--- src/rtl/multicycle_control_fsm.sv ---
// Moore-style control sequencer for the multi-cycle datapath.
// Steps fetch/decode/execute/memory/writeback, stalling on MemReady in memory states.
module multicycle_control_fsm (
  input  logic       clk,
  input  logic       reset,
  input  logic [5:0] Opcode,
  input  logic [5:0] Funct,
  input  logic       Zero,
  input  logic       MemReady,
  output logic       PCWrite,
  output logic       IorD,
  output logic       IRWrite,
  output logic       MemWrite,
  output logic       HalfWord,
  output logic       RegDst,
  output logic       MemtoReg,
  output logic       RegWrite,
  output logic       ALUSrcA,
  output logic [1:0] ALUSrcB,
  output logic [1:0] PCSrc,
  output logic       Shift,
  output logic [2:0] ALUControl,
  output logic       Illegal,
  output logic [3:0] State
);

  localparam logic [5:0] OpRtype = 6'b000000;
  localparam logic [5:0] OpLw    = 6'b100011;
  localparam logic [5:0] OpLh    = 6'b100001;
  localparam logic [5:0] OpSw    = 6'b101011;
  localparam logic [5:0] OpSh    = 6'b101001;
  localparam logic [5:0] OpBeq   = 6'b000100;
  localparam logic [5:0] OpAddi  = 6'b001000;
  localparam logic [5:0] OpJ     = 6'b000010;

  localparam logic [2:0] AluAdd = 3'b010;
  localparam logic [2:0] AluSub = 3'b110;
  localparam logic [2:0] AluAnd = 3'b000;
  localparam logic [2:0] AluOr  = 3'b001;
  localparam logic [2:0] AluSlt = 3'b111;
  localparam logic [2:0] AluSll = 3'b011;
  localparam logic [2:0] AluSrl = 3'b100;

  typedef enum logic [3:0] {
    StFetch    = 4'd0,
    StDecode   = 4'd1,
    StMemAdr   = 4'd2,
    StMemRead  = 4'd3,
    StMemWb    = 4'd4,
    StMemWrite = 4'd5,
    StExecute  = 4'd6,
    StAluWb    = 4'd7,
    StBranch   = 4'd8,
    StAddiEx   = 4'd9,
    StAddiWb   = 4'd10,
    StJump     = 4'd11
  } state_e;

  state_e state_q, state_d;
  logic   illegal_q, illegal_d;

  // Instruction decode from the instruction register fields.
  logic       is_load, is_store, is_half;
  logic       rtype_ok;
  logic [2:0] funct_alu;
  logic       funct_shift;

  assign is_load  = (Opcode == OpLw) || (Opcode == OpLh);
  assign is_store = (Opcode == OpSw) || (Opcode == OpSh);
  assign is_half  = (Opcode == OpLh) || (Opcode == OpSh);

  always_comb begin
    rtype_ok    = 1'b1;
    funct_alu   = AluAdd;
    funct_shift = 1'b0;
    case (Funct)
      6'b100000: funct_alu = AluAdd;
      6'b100010: funct_alu = AluSub;
      6'b100100: funct_alu = AluAnd;
      6'b100101: funct_alu = AluOr;
      6'b101010: funct_alu = AluSlt;
      6'b000000: begin
        funct_alu   = AluSll;
        funct_shift = 1'b1;
      end
      6'b000010: begin
        funct_alu   = AluSrl;
        funct_shift = 1'b1;
      end
      default: rtype_ok = 1'b0;
    endcase
  end

  // Raw controls before the reset gating of write enables.
  logic       pc_write, ir_write, mem_write, reg_write;
  logic       iord, half_word, reg_dst, mem_to_reg, alu_src_a, shift;
  logic [1:0] alu_src_b, pc_src;
  logic [2:0] alu_ctrl;

  always_comb begin
    state_d    = state_q;
    illegal_d  = illegal_q;
    pc_write   = 1'b0;
    ir_write   = 1'b0;
    mem_write  = 1'b0;
    reg_write  = 1'b0;
    iord       = 1'b0;
    half_word  = 1'b0;
    reg_dst    = 1'b0;
    mem_to_reg = 1'b0;
    alu_src_a  = 1'b0;
    shift      = 1'b0;
    alu_src_b  = 2'b00;
    pc_src     = 2'b00;
    alu_ctrl   = AluAdd;

    case (state_q)
      StFetch: begin
        alu_src_b = 2'b01;
        ir_write  = MemReady;
        pc_write  = MemReady;
        if (MemReady) state_d = StDecode;
      end
      StDecode: begin
        alu_src_b = 2'b11;
        if (is_load || is_store)                  state_d = StMemAdr;
        else if (Opcode == OpRtype && rtype_ok)   state_d = StExecute;
        else if (Opcode == OpBeq)                 state_d = StBranch;
        else if (Opcode == OpAddi)                state_d = StAddiEx;
        else if (Opcode == OpJ)                   state_d = StJump;
        else begin
          state_d   = StFetch;
          illegal_d = 1'b1;
        end
      end
      StMemAdr: begin
        alu_src_a = 1'b1;
        alu_src_b = 2'b10;
        half_word = is_half;
        state_d   = is_load ? StMemRead : StMemWrite;
      end
      StMemRead: begin
        iord      = 1'b1;
        half_word = is_half;
        if (MemReady) state_d = StMemWb;
      end
      StMemWb: begin
        mem_to_reg = 1'b1;
        reg_write  = 1'b1;
        half_word  = is_half;
        state_d    = StFetch;
      end
      StMemWrite: begin
        iord      = 1'b1;
        mem_write = 1'b1;
        half_word = is_half;
        if (MemReady) state_d = StFetch;
      end
      StExecute: begin
        alu_src_a = 1'b1;
        alu_ctrl  = funct_alu;
        shift     = funct_shift;
        state_d   = StAluWb;
      end
      StAluWb: begin
        reg_dst   = 1'b1;
        reg_write = 1'b1;
        state_d   = StFetch;
      end
      StBranch: begin
        alu_src_a = 1'b1;
        alu_ctrl  = AluSub;
        pc_src    = 2'b01;
        pc_write  = Zero;
        state_d   = StFetch;
      end
      StAddiEx: begin
        alu_src_a = 1'b1;
        alu_src_b = 2'b10;
        state_d   = StAddiWb;
      end
      StAddiWb: begin
        reg_write = 1'b1;
        state_d   = StFetch;
      end
      StJump: begin
        pc_src   = 2'b10;
        pc_write = 1'b1;
        state_d  = StFetch;
      end
      default: state_d = StFetch;
    endcase
  end

  always_ff @(posedge clk or negedge reset) begin
    if (!reset) begin
      state_q   <= StFetch;
      illegal_q <= 1'b0;
    end else begin
      state_q   <= state_d;
      illegal_q <= illegal_d;
    end
  end

  // Hold every write enable low while reset is asserted, so an aborted access never commits.
  assign PCWrite    = pc_write & reset;
  assign IRWrite    = ir_write & reset;
  assign MemWrite   = mem_write & reset;
  assign RegWrite   = reg_write & reset;
  assign IorD       = iord;
  assign HalfWord   = half_word;
  assign RegDst     = reg_dst;
  assign MemtoReg   = mem_to_reg;
  assign ALUSrcA    = alu_src_a;
  assign ALUSrcB    = alu_src_b;
  assign PCSrc      = pc_src;
  assign Shift      = shift;
  assign ALUControl = alu_ctrl;
  assign Illegal    = illegal_q;
  assign State      = state_q;

endmodule

--- config.mk ---
export PLATFORM = sky130hd
export DESIGN_NAME = multicycle_control_fsm
export DESIGN_NICKNAME = d
export VERILOG_FILES = /design/src/rtl/multicycle_control_fsm.sv
export SDC_FILE = /design/constraint.sdc
export NUM_CORES = 1
export LEC_CHECK = 0
export CORE_ASPECT_RATIO = 1.5
export CORE_MARGIN = 3
export CORE_UTILIZATION = 25
export DETAILED_ROUTE_END_ITERATION = 12
export GPL_TIMING_DRIVEN = 1
export HOLD_SLACK_MARGIN = 0.02
export PLACE_DENSITY = 0.67
export REMOVE_ABC_BUFFERS = 1
export SYNTH_ARGS = -nofsm -noshare
export SYNTH_HDL_FRONTEND = slang
export SYNTH_SLANG_ARGS = --single-unit
--- constraint.sdc ---
create_clock -name clk -period 1.9 [get_ports clk]
set_input_delay 0.285 -clock clk [delete_from_list [all_inputs] [get_ports clk]]
set_output_delay 0.285 -clock clk [all_outputs]
set_load 0.02 [all_outputs]
==> results of run 1 <==
stage by stage:
step / util (%) / worst slack, ps / hold WS [ps] / cells / TNS (ps)
global placement: 51.88 / -478.3 / 464.8 / 197 / -2372
detailed placement: 51.88 / -525.5 / 471.5 / 197 / -2650
CTS: 52.87 / -37.45 / 377.1 / 202 / -72.23
global route: 53.71 / -59.09 / 394.4 / 202 / -106.0
finish: 53.71 / 3.681 / 384.1 / 202 / 0
floorplan: - / -307.1 / -10.59 / 92 / -452.0
per-layer routing:
layer  part of all wire, %  track usage (%)
met5                     0                0
met4                     0            4.430
met3                   6.4            2.772
met2                    55            31.62
met1                    39            17.94
worst max path at each step:
stage	from	to	cells past startpoint
floorplan	State[2]$_DFFE_PN0P_	PCWrite	4
global placement	Funct[0]	ALUControl[2]	6
detailed placement	Funct[0]	ALUControl[2]	6
CTS	State[3]$_DFFE_PN0P_	ALUControl[1]	5
global route	State[3]$_DFFE_PN0P_	ALUControl[1]	5
finish	State[3]$_DFFE_PN0P_	ALUControl[1]	5
cells in the mapped netlist (all sizes together):
cell,instances,share of area [%]
a211oi,1,1.1
a21boi,1,1.1
a21o,2,2.2
a21oi,5,3.7
a222oi,1,1.5
a31o,1,1.3
a31oi,1,0.91
a32o,1,1.5
and3,2,1.8
buf,4,3.8
dfrtp,5,18
inv,5,2.7
nand2,5,2.7
nand2b,6,6.6
nand3,4,2.9
nand3b,1,1.1
nand4bb,2,3.3
nor2,7,3.8
nor2b,2,1.8
nor3,12,8.8
nor4,3,2.7
nor4b,1,1.3
o2111ai,1,1.3
o211ai,2,2.2
o21ai,7,5.1
o21bai,3,3.3
o31ai,1,1.1
o32ai,3,3.8
or2,1,0.91
or3,3,3.5
xnor2,1,1.3
xor2,2,2.6
final cells by class:
type	instances	area (um^2)
clock buffers	4	26.28
fillers	262	1172
inverters	5	18.77
multi-input cells	82	575.6
flip-flops and latches	5	125.1
well taps	36	45.04
repair buffers	70	569.3
power by group through the flow:
| stage | clock network [mW] | registers, mW | logic (mW) |
|---|---|---|---|
| finish | 0.118 | 0.138 | 0.653 |
| floorplan | 0 | 0.199 | 0.242 |
| global placement | 0 | 0.139 | 0.660 |
| detailed placement | 0 | 0.139 | 0.664 |
| global route | 0.128 | 0.139 | 0.713 |
| CTS | 0.125 | 0.138 | 0.644 |
layout by cell type (no fill, tap or decap), types with 2 or more instances in the layout:
cell type	n
a21o_1	2
a21oi_1	4
and3_1	2
buf_2	2
buf_4	37
clkbuf_2	4
clkbuf_4	3
clkdlybuf4s50_1	17
dfrtp_1	5
dlygate4sd2_1	8
inv_1	5
nand2_1	5
nand2b_1	5
nand3_1	4
nand4bb_1	2
nor2_1	6
nor3_1	8
nor3_2	3
nor4_1	3
o211ai_1	2
o21ai_0	7
o21bai_1	2
o32ai_1	3
or3_4	2
xor2_1	2
worst max-delay path, stage by stage (launching register included):
cell	delay, ps
dfrtp_1	380
nand2b_4	150
or3_4	380
o21bai_4	180
a21o_1	160
buf_6	130
cell families after synthesis:
kind of cell,count (synthesis)
simple gates,49
compound gates,30
buf+inv,9
flops,5
xor+xnor,3
registers in the layout, indices dropped and copies added, names as in the netlist:
register	cells
State	4
Illegal	1
what timing repair did:
| item | in CTS | in global routing |
|---|---|---|
| endpoints found under the setup margin | 17 | 9 |
| gates resized for setup | 47 | 22 |
| pin swaps | 1 | 2 |
| setup buffers | 1 | 0 |
| endpoints found under the hold margin | 0 | 0 |
| hold buffers | 0 | 0 |
==> summary.md, run 1 <==
| Metric | Value |
|---|---|
| Simple-gate area share of the yosys netlist | 41.32% |
| Sequential power share | 15.1% |
| Worst reg2reg startpoint | State[1]$_DFFE_PN0P_ |
| Max-slew violations | 0 |
| Post-Layout Inst Area | 1360 um^2 |
| Root Driver | clkbuf_4 |
| DR DRC count | 0 |
| Critical Path AT | 1610 ps |
| Port buffer count | 37 |
| Rel. slew slack | 71.10% |
| CTS Sinks | 5 |
| CTS tree | yes |
| # setup viols final | 0 |
| Flops & latches, synth | 5 |
| Ant diodes | 0 |
| Xor/xnor share of the synthesized area | 3.839% |
| Syn-to-layout area delta | 98.72% |
| Final number of hold-violating endpoints | 0 |
| Total CTS buffers | 3 |
| Clock Tree Buf Depth | 2 |
| Largest net degree at the start of global routing | 13 |
| Max Freq | 527.3 MHz |
| Synth Area in Compound Gates | 29.98% |
| Post-Route WL | 2.640 mm |
| P_leak | 0.5794 nW |
| Horiz. Die Dim | 48.72 um |
| Sequential share of the synthesized area | 18.28% |
| Psw | 0.4065 mW |
| Overflow after GRT | 0 |
| Gate power share | 71.8% |
| H-Tree Depth | 1 |
| Worst-Margin Slew | 429.8 ps |
| Startpoint Class | flip-flop |
| Synth cell types | 35 |
| Largest family of logic cells by synthesized area | simple AND/OR/NAND/NOR gates |
| Status | finished, final reports clean |
| Final worst-path cycle share | 99.81% |
| Num ports | 38 |
| Sw frac | 44.75% |
| Detail Route Antenna Nets | 0 |
| DR pass1 iterations | 4 |
| R2R cell count | 7 |
| Share of cells above drive strength 1 | 36.75% |
| Post-Syn Area | 684.4 um^2 |
| Worst flop-to-flop path endpoint | State[3]$_DFFE_PN0P_ |
| Vias in the first global route | 1,065 |
| Hold/Removal Path Class | input port to asynchronous set/reset pin |
| Initial antenna violation count | 0 |
| Worst-path fanout max | 3 |
| Dpl cell area | 1314 um^2 |
| Clock power frac | 13.0% |
| Maxcap violations | 0 |
| Post-layout minimum cycle time | 1896 ps |
| Post-Synth Adder-Cell Area | 0% |
| Critical path class | flip-flop to primary output |
| Multiplexer area fraction after synthesis | 0% |
| Routability cong. | 0.8501 |
| Die outline height | 70.08 um |
| Total Routing Usage GR | 16.44% |
| Unrepaired setup endpoints after global routing | yes |
| Worst clock skew | 0.9697 ps |
| Initial core utilization | 27.03% |
| First-pass GRT wire length | 4.692 mm |
| Vias per cell | 5.089 |
| PD cells | 667.9 nW/um^2 |
| Final nets | 183 |
| Worst skew pair latency | 230 ps |
| Final Power | 0.9084 mW |
| Avg Inst Size Synth | 7.129 um^2 |
| DR WL/cell | 13.07 um |
| Worst reg2reg setup slack | 300 ps |
| Vias after detailed routing | 1,028 |
| Rows | 22 |
| Die area | 3414 um^2 |
| Post-DP HPWL | 2.142 mm |
| Crit path capture type | primary output |
| Clock Pin Slew Worst Setup and Hold Paths | 40 ps |
| YS warnings | 0 |
| Pint | 0.5019 mW |
| DR iter-0 viols | 44 |
| Maximum vdd drop | 0.6620 mV |
| Critical Path RT | 1620 ps |
| Total core area | 2532 um^2 |
| Post-synthesis instance total | 96 |
(Power assumes the default switching activity.)
==> run 2: changes to the inputs <==
--- a/config.mk
+++ b/config.mk
@@ -9,7 +9,7 @@
 export CORE_MARGIN = 3
 export CORE_UTILIZATION = 25
 export DETAILED_ROUTE_END_ITERATION = 12
-export GPL_TIMING_DRIVEN = 1
+export GPL_TIMING_DRIVEN = 0
 export HOLD_SLACK_MARGIN = 0.02
 export PLACE_DENSITY = 0.67
 export REMOVE_ABC_BUFFERS = 1
==> summary.md, run 2 (synthesis gave the netlist of run 1 again) <==
| Metric | Value |
|---|---|
| Status | complete, but fails checks |
| Failing checks | setup timing |
| Port buffer count | 37 (unchanged) |
| Worst reg2reg setup slack | 490 ps (+190 ps) |
| Die area | 3414 um^2 (unchanged) |
| Num ports | 38 (unchanged) |
| Worst-Margin Slew | 622.7 ps (+192.8 ps) |
| Post-Route WL | 2.596 mm (-1.7%) |
| Worst-path fanout max | 6 (+3) |
| Max Freq | 504.5 MHz (-4.3%) |
| Worst clock skew | 5.104 ps (+4.135 ps) |
| DR DRC count | 0 (unchanged) |
| Unrepaired setup endpoints after global routing | yes |
| Post-Layout Inst Area | 1251 um^2 (-8.0%) |
| Critical Path AT | 1700 ps (+90 ps) |
| Maximum vdd drop | 0.5890 mV (-11%) |
| Horiz. Die Dim | 48.72 um (unchanged) |
| Hold/Removal Path Class | flip-flop to flip-flop |
| Clock Pin Slew Worst Setup and Hold Paths | 50 ps (about the same) |
| Share of cells above drive strength 1 | 27.21% (-9.5 points) |
| Vias per cell | 5.158 (+1.4%) |
| Worst reg2reg startpoint | State[0]$_DFFE_PN0P_ |
| Sw frac | 45.77% (+1.0 points) |
| Final number of hold-violating endpoints | 0 (unchanged) |
| Clock power frac | 13.9% (+0.9 points) |
| H-Tree Depth | 1 (unchanged) |
| WHS Path Cells | 1 |
| First-pass GRT wire length | 4.133 mm (-12%) |
| Worst skew pair latency | 250 ps (+20 ps) |
| Crit path capture type | primary output |
| Total core area | 2532 um^2 (unchanged) |
| Overflow after GRT | 0 (unchanged) |
| Hold wc startpoint | Illegal$_DFFE_PN0P_ |
| Post-DP HPWL | 1.798 mm (-16%) |
| Worst flop-to-flop path endpoint | State[1]$_DFFE_PN0P_ |
| Inst Count DP | 165 (-16%) |
| Syn-to-layout area delta | 82.82% |
| Fin cells | 183 (-9.4%) |
| Pint | 0.4874 mW (-2.9%) |
| Final Power | 0.8987 mW (-1.1%) |
| Hold Path End | Illegal$_DFFE_PN0P_ |
| Rows | 22 (unchanged) |
| Initial antenna violation count | 0 (unchanged) |
| Most frequent cells in the layout | 15 x clkdlybuf4s50_1, 14 x buf_4, 13 x dlygate4sd2_1 |
| DR pass1 iterations | 4 (unchanged) |
| Root Driver | clkbuf_4 |
| Maxcap violations | 0 (unchanged) |
| Die outline height | 70.08 um (unchanged) |
| Max reg flops | 4 (unchanged) |
| PD cells | 718.3 nW/um^2 (+7.5%) |
| Dpl cell area | 1074 um^2 (-18%) |
| Critical path class | flip-flop to primary output |
| Largest net degree at the start of global routing | 10 (-3) |
| CTS tree | yes |
| Commonest non-fill, non-tap cell in the layout | clkdlybuf4s50_1 |
| Rel. slew slack | 58.11% (-13 points) |
| Final nets | 164 (-10%) |
| Setup ws final | -82.15 ps (-85.83 ps) |
| Max-slew violations | 0 (unchanged) |
| Ant diodes | 0 (unchanged) |
| Total CTS buffers | 3 (unchanged) |
| Initial core utilization | 27.03% (unchanged) |
| Final worst-path cycle share | 104.3% (+4.5 points) |
| CTS Sinks | 5 (unchanged) |
| Vias after detailed routing | 944 (-8.2%) |
| # setup viols final | 3 (+3) |
| Setup WS pre-CTS | -655.4 ps (-129.9 ps) |
| Post-layout minimum cycle time | 1982 ps (+85.83 ps) |
| DR iter-0 viols | 24 (-45%) |
| Routability cong. | 0.7556 (-11%) |
| R2R cell count | 5 (-2) |
| Clock Tree Buf Depth | 2 (unchanged) |
| Critical Path RT | 1620 ps (about the same) |
| Sequential power share | 18.2% (+3.1 points) |
| Detail Route Antenna Nets | 0 (unchanged) |
| DR WL/cell | 14.19 um (+8.5%) |
| Vias in the first global route | 949 (-11%) |
| P_leak | 0.5129 nW (-11%) |
| Startpoint Class | flip-flop |
| Total Routing Usage GR | 14.76% (-1.7 points) |
| Hold_ws | 472.8 ps (+88.78 ps) |
| Psw | 0.4114 mW (+1.2%) |
| Gate power share | 67.9% (-3.9 points) |
## run 2: changes by cell type in the layout (fill, tap and decap cells not counted), sizes merged
cell,previous run,this run
clkbuf,8,3
buf,40,18
clkdlybuf4s15,1,2
dlygate4sd2,8,13
dlymetal6s2s,0,1
clkinv,0,1
dlygate4sd3,0,2
clkdlybuf4s50,17,15
## run 2: worst max path at each step
stage | startpoint | cells past startpoint | endpoint | slack (ps)
after floorplan | State[2]$_DFFE_PN0P_ | 4 | PCWrite | -310
after global placement | Funct[2] | 6 | ALUControl[2] | -600
after detailed placement | Funct[2] | 6 | ALUControl[0] | -660
after CTS | State[3]$_DFFE_PN0P_ | 5 | ALUControl[1] | -80
after global routing | State[0]$_DFFE_PN0P_ | 5 | ALUControl[2] | -140
final | State[0]$_DFFE_PN0P_ | 5 | ALUControl[2] | -80
## run 2: worst max-delay path, cell delays in order (launching register included)
cell	delay (ps)
dfrtp_2	430
nand2b_4	160
or3_4	380
o21bai_4	180
o21bai_1	140
buf_4	160
## run 2: power groups by stage
| stage | Clock (mW) | Combinational (mW) | Sequential, mW |
|---|---|---|---|
| global route | 0.134 | 0.665 | 0.168 |
| floorplan | 0 | 0.242 | 0.199 |
| detailed placement | 0 | 0.478 | 0.192 |
| global placement | 0 | 0.474 | 0.191 |
| finish | 0.125 | 0.610 | 0.164 |
| CTS | 0.129 | 0.578 | 0.159 |
## run 2: stage by stage
step | util, % | TNS, ps
after floorplan | - | -452.0
after global placement | 42.39 | -4086
after CTS | 48.17 | -154.6
final | 49.41 | -156.3
after global routing | 49.41 | -395.4
after detailed placement | 42.39 | -4499
## run 2: routing by layer
metal  wire [um]  up-vias  GRT usage, %
li1            -      474             -
met1        1025      430         16.23
met2        1354       36         26.02
met3         190        4         4.478
met4          26        0         5.696
met5           0        -             0
## run 2: layout make-up
| class | instances | area [um^2] |
|---|---|---|
| Clock buffer | 3 | 22.52 |
| Fill cell | 262 | 1281 |
| Sequential cell | 5 | 130.1 |
| Timing Repair Buffer | 51 | 450.4 |
| Inverter | 5 | 18.77 |
| Tap cell | 36 | 45.04 |
| Clock inverter | 1 | 5.005 |
| Multi-Input combinational cell | 82 | 579.3 |
## run 2: what timing repair did
item,in CTS,in global routing
buffers inserted,10,2
setup endpoints to repair,17,10
endpoints found under the hold margin,4,0
pin swaps,1,2
hold buffers,2,0
gates resized for setup,58,6
gates cloned,0,0
==> run 3: changes to the inputs <==
--- a/config.mk
+++ b/config.mk
@@ -13,6 +13,7 @@
 export HOLD_SLACK_MARGIN = 0.02
 export PLACE_DENSITY = 0.67
 export REMOVE_ABC_BUFFERS = 1
+export SKIP_LAST_GASP = 1
 export SYNTH_ARGS = -nofsm -noshare
 export SYNTH_HDL_FRONTEND = slang
 export SYNTH_SLANG_ARGS = --single-unit
==> summary.md, run 3 (synthesis gave the netlist of run 1 again) <==
| Metric | Value |
|---|---|
| Hold/Removal Path Class | flip-flop to flip-flop |
| Overflow after GRT | 0 (unchanged) |
| Horiz. Die Dim | 48.72 um (unchanged) |
| Worst reg2reg setup slack | 490 ps (about the same) |
| Critical Path AT | 1700 ps (about the same) |
| Port buffer count | 37 (unchanged) |
| Maximum vdd drop | 0.5951 mV (+1.0%) |
| Cells along the critical path | nand2b_4 > or3_4 > o21bai_4 > a21o_1 > buf_6 |
| CTS Sinks | 5 (unchanged) |
| Post-layout minimum cycle time | 1981 ps (-1.034 ps) |
| Fin cells | 184 (+0.55%) |
| R2R cell count | 5 (unchanged) |
| Worst skew pair latency | 250 ps (about the same) |
| Max reg flops | 4 (unchanged) |
| CP max stage cell | dfrtp_2 |
| Worst clock skew | 4.964 ps (-0.1398 ps) |
| Critical path class | flip-flop to primary output |
| Die outline height | 70.08 um (unchanged) |
| CTS tree | yes |
| Vias after detailed routing | 948 (+0.42%) |
| Detail Route Antenna Nets | 0 (unchanged) |
| Initial antenna violation count | 0 (unchanged) |
| Num ports | 38 (unchanged) |
| Unrepaired setup endpoints after global routing | yes |
| Critical Path RT | 1620 ps (about the same) |
| Initial core utilization | 27.03% (unchanged) |
| Hold Path End | Illegal$_DFFE_PN0P_ |
| Total Routing Usage GR | 14.71% (-0.057 points) |
| P_leak | 0.5198 nW (+1.3%) |
| Setup TNS | -179.6 ps (-23.37 ps) |
| Status | complete, but fails checks |
| Startpoint Class | flip-flop |
| Total CTS buffers | 3 (unchanged) |
| H-Tree Depth | 1 (unchanged) |
| Max Freq | 504.8 MHz (about the same) |
| Failing checks | setup timing |
| Final nets | 165 (+0.61%) |
| Clock Pin Slew Worst Setup and Hold Paths | 50 ps (about the same) |
| Maxcap violations | 0 (unchanged) |
| Worst reg2reg startpoint | State[0]$_DFFE_PN0P_ |
| Ant diodes | 0 (unchanged) |
| DR iter-0 viols | 18 (-25%) |
| Total core area | 2532 um^2 (unchanged) |
| Worst-Margin Slew | 614.6 ps (-8.110 ps) |
| Hold_ws | 472.8 ps (-0.02700 ps) |
| PD cells | 717.3 nW/um^2 (-0.14%) |
| Vias per cell | 5.152 (-0.12%) |
| Routability cong. | 0.7556 (unchanged) |
| Vias in the first global route | 948 (-0.11%) |
| Largest net degree at the start of global routing | 10 (unchanged) |
| Hold wc startpoint | Illegal$_DFFE_PN0P_ |
| Worst-path fanout max | 6 (unchanged) |
| Post-Route WL | 2.625 mm (+1.1%) |
| Clock Tree Buf Depth | 2 (unchanged) |
| Max-slew violations | 0 (unchanged) |
| Final Power | 0.8974 mW (-0.14%) |
| Setup WS pre-CTS | -655.4 ps (unchanged) |
| Most frequent cells in the layout | 15 x clkdlybuf4s50_1, 15 x buf_4, 13 x dlygate4sd2_1 |
| First-pass GRT wire length | 4.126 mm (-0.17%) |
| Inst Count DP | 165 (unchanged) |
| Syn-to-layout area delta | 82.82% (unchanged) |
| Crit-path max cell delay | 440 ps (about the same) |
| # setup viols final | 3 (unchanged) |
| Share of cells above drive strength 1 | 28.38% (+1.2 points) |
| Worst flop-to-flop path endpoint | State[1]$_DFFE_PN0P_ |
| Post-DP HPWL | 1.798 mm (unchanged) |
| DR pass1 iterations | 5 (+1) |
| WHS Path Cells | 1 (unchanged) |
| DR WL/cell | 14.27 um (+0.57%) |
| DR DRC count | 0 (unchanged) |
| Final number of hold-violating endpoints | 0 (unchanged) |
| Die area | 3414 um^2 (unchanged) |
| Setup ws final | -81.12 ps (+1.034 ps) |
| Rows | 22 (unchanged) |
| Root Driver | clkbuf_4 |
| Final worst-path cycle share | 104.3% (about the same) |
| Crit path capture type | primary output |
| Rel. slew slack | 58.65% (+0.55 points) |
[run 3: changes by cell type in the layout (fill, tap and decap cells not counted)]
cell and change:
clkdlybuf4s15_2 -1, a211oi_1 -1, a211oi_2 +1, buf_4 +1, nor3_2 +1, buf_2 +1
nor3_4 -1
[run 3: power breakdown]
| part | leakage, nW | switching, mW | internal [mW] |
|---|---|---|---|
| registers | 0.0566 | 0.0367 | 0.129 |
| logic | 0.446 | 0.326 | 0.280 |
| clock network | 0.0177 | 0.0492 | 0.0765 |
[run 3: area by class of cell]
type / count / area [um^2]
clock inverter: 1 / 5.005
inverter: 5 / 18.77
sequential: 5 / 130.1
tap: 36 / 45.04
clock buffer: 3 / 22.52
multi-input combinational: 82 / 578.1
fill: 261 / 1281
timing repair buffer: 52 / 451.7
[run 3: what timing repair did]
action | in CTS | in global routing
endpoints found under the hold margin | 4 | 0
gates resized for setup | 54 | 11
setup endpoints to repair | 17 | 10
hold buffers | 2 | 0
pin swaps | 0 | 3
buffers inserted | 10 | 3
[run 3: through the flow]
step | util (%) | cell area (um^2)
6_report | 49.41 | 1251
2_1_floorplan | - | 658.1
4_1_cts | 47.58 | 1205
3_5_place_dp | 42.39 | 1074
5_1_grt | 49.41 | 1251
3_3_place_gp | 42.39 | 1074
[run 3: worst max-delay path by stage]
stage                               startpoint  cells past startpoint  slack, ps            end
after global placement                Funct[2]                      6       -600  ALUControl[2]
after CTS                 State[3]$_DFFE_PN0P_                      5       -100  ALUControl[2]
final                     State[0]$_DFFE_PN0P_                      5        -80  ALUControl[1]
after global routing      State[0]$_DFFE_PN0P_                      5       -120  ALUControl[2]
after detailed placement              Funct[2]                      6       -660  ALUControl[0]
after floorplan           State[2]$_DFFE_PN0P_                      4       -310        PCWrite
[run 3: worst max-delay path, delay by kind of cell (launching register included)]
kind,cells,cell delay (ps)
and+or+nand+nor,2,540
DFF,1,440
AOI/OAI and AO/OA,2,340
buffers and inverters,1,130
[run 3: layer usage]
layer | wire [um] | track usage (%) | vias up
li1 | - | - | 475
met1 | 1078 | 16.19 | 436
met2 | 1350 | 25.87 | 31
met3 | 169 | 4.478 | 6
met4 | 26 | 5.696 | 0
met5 | 0 | 0 | -
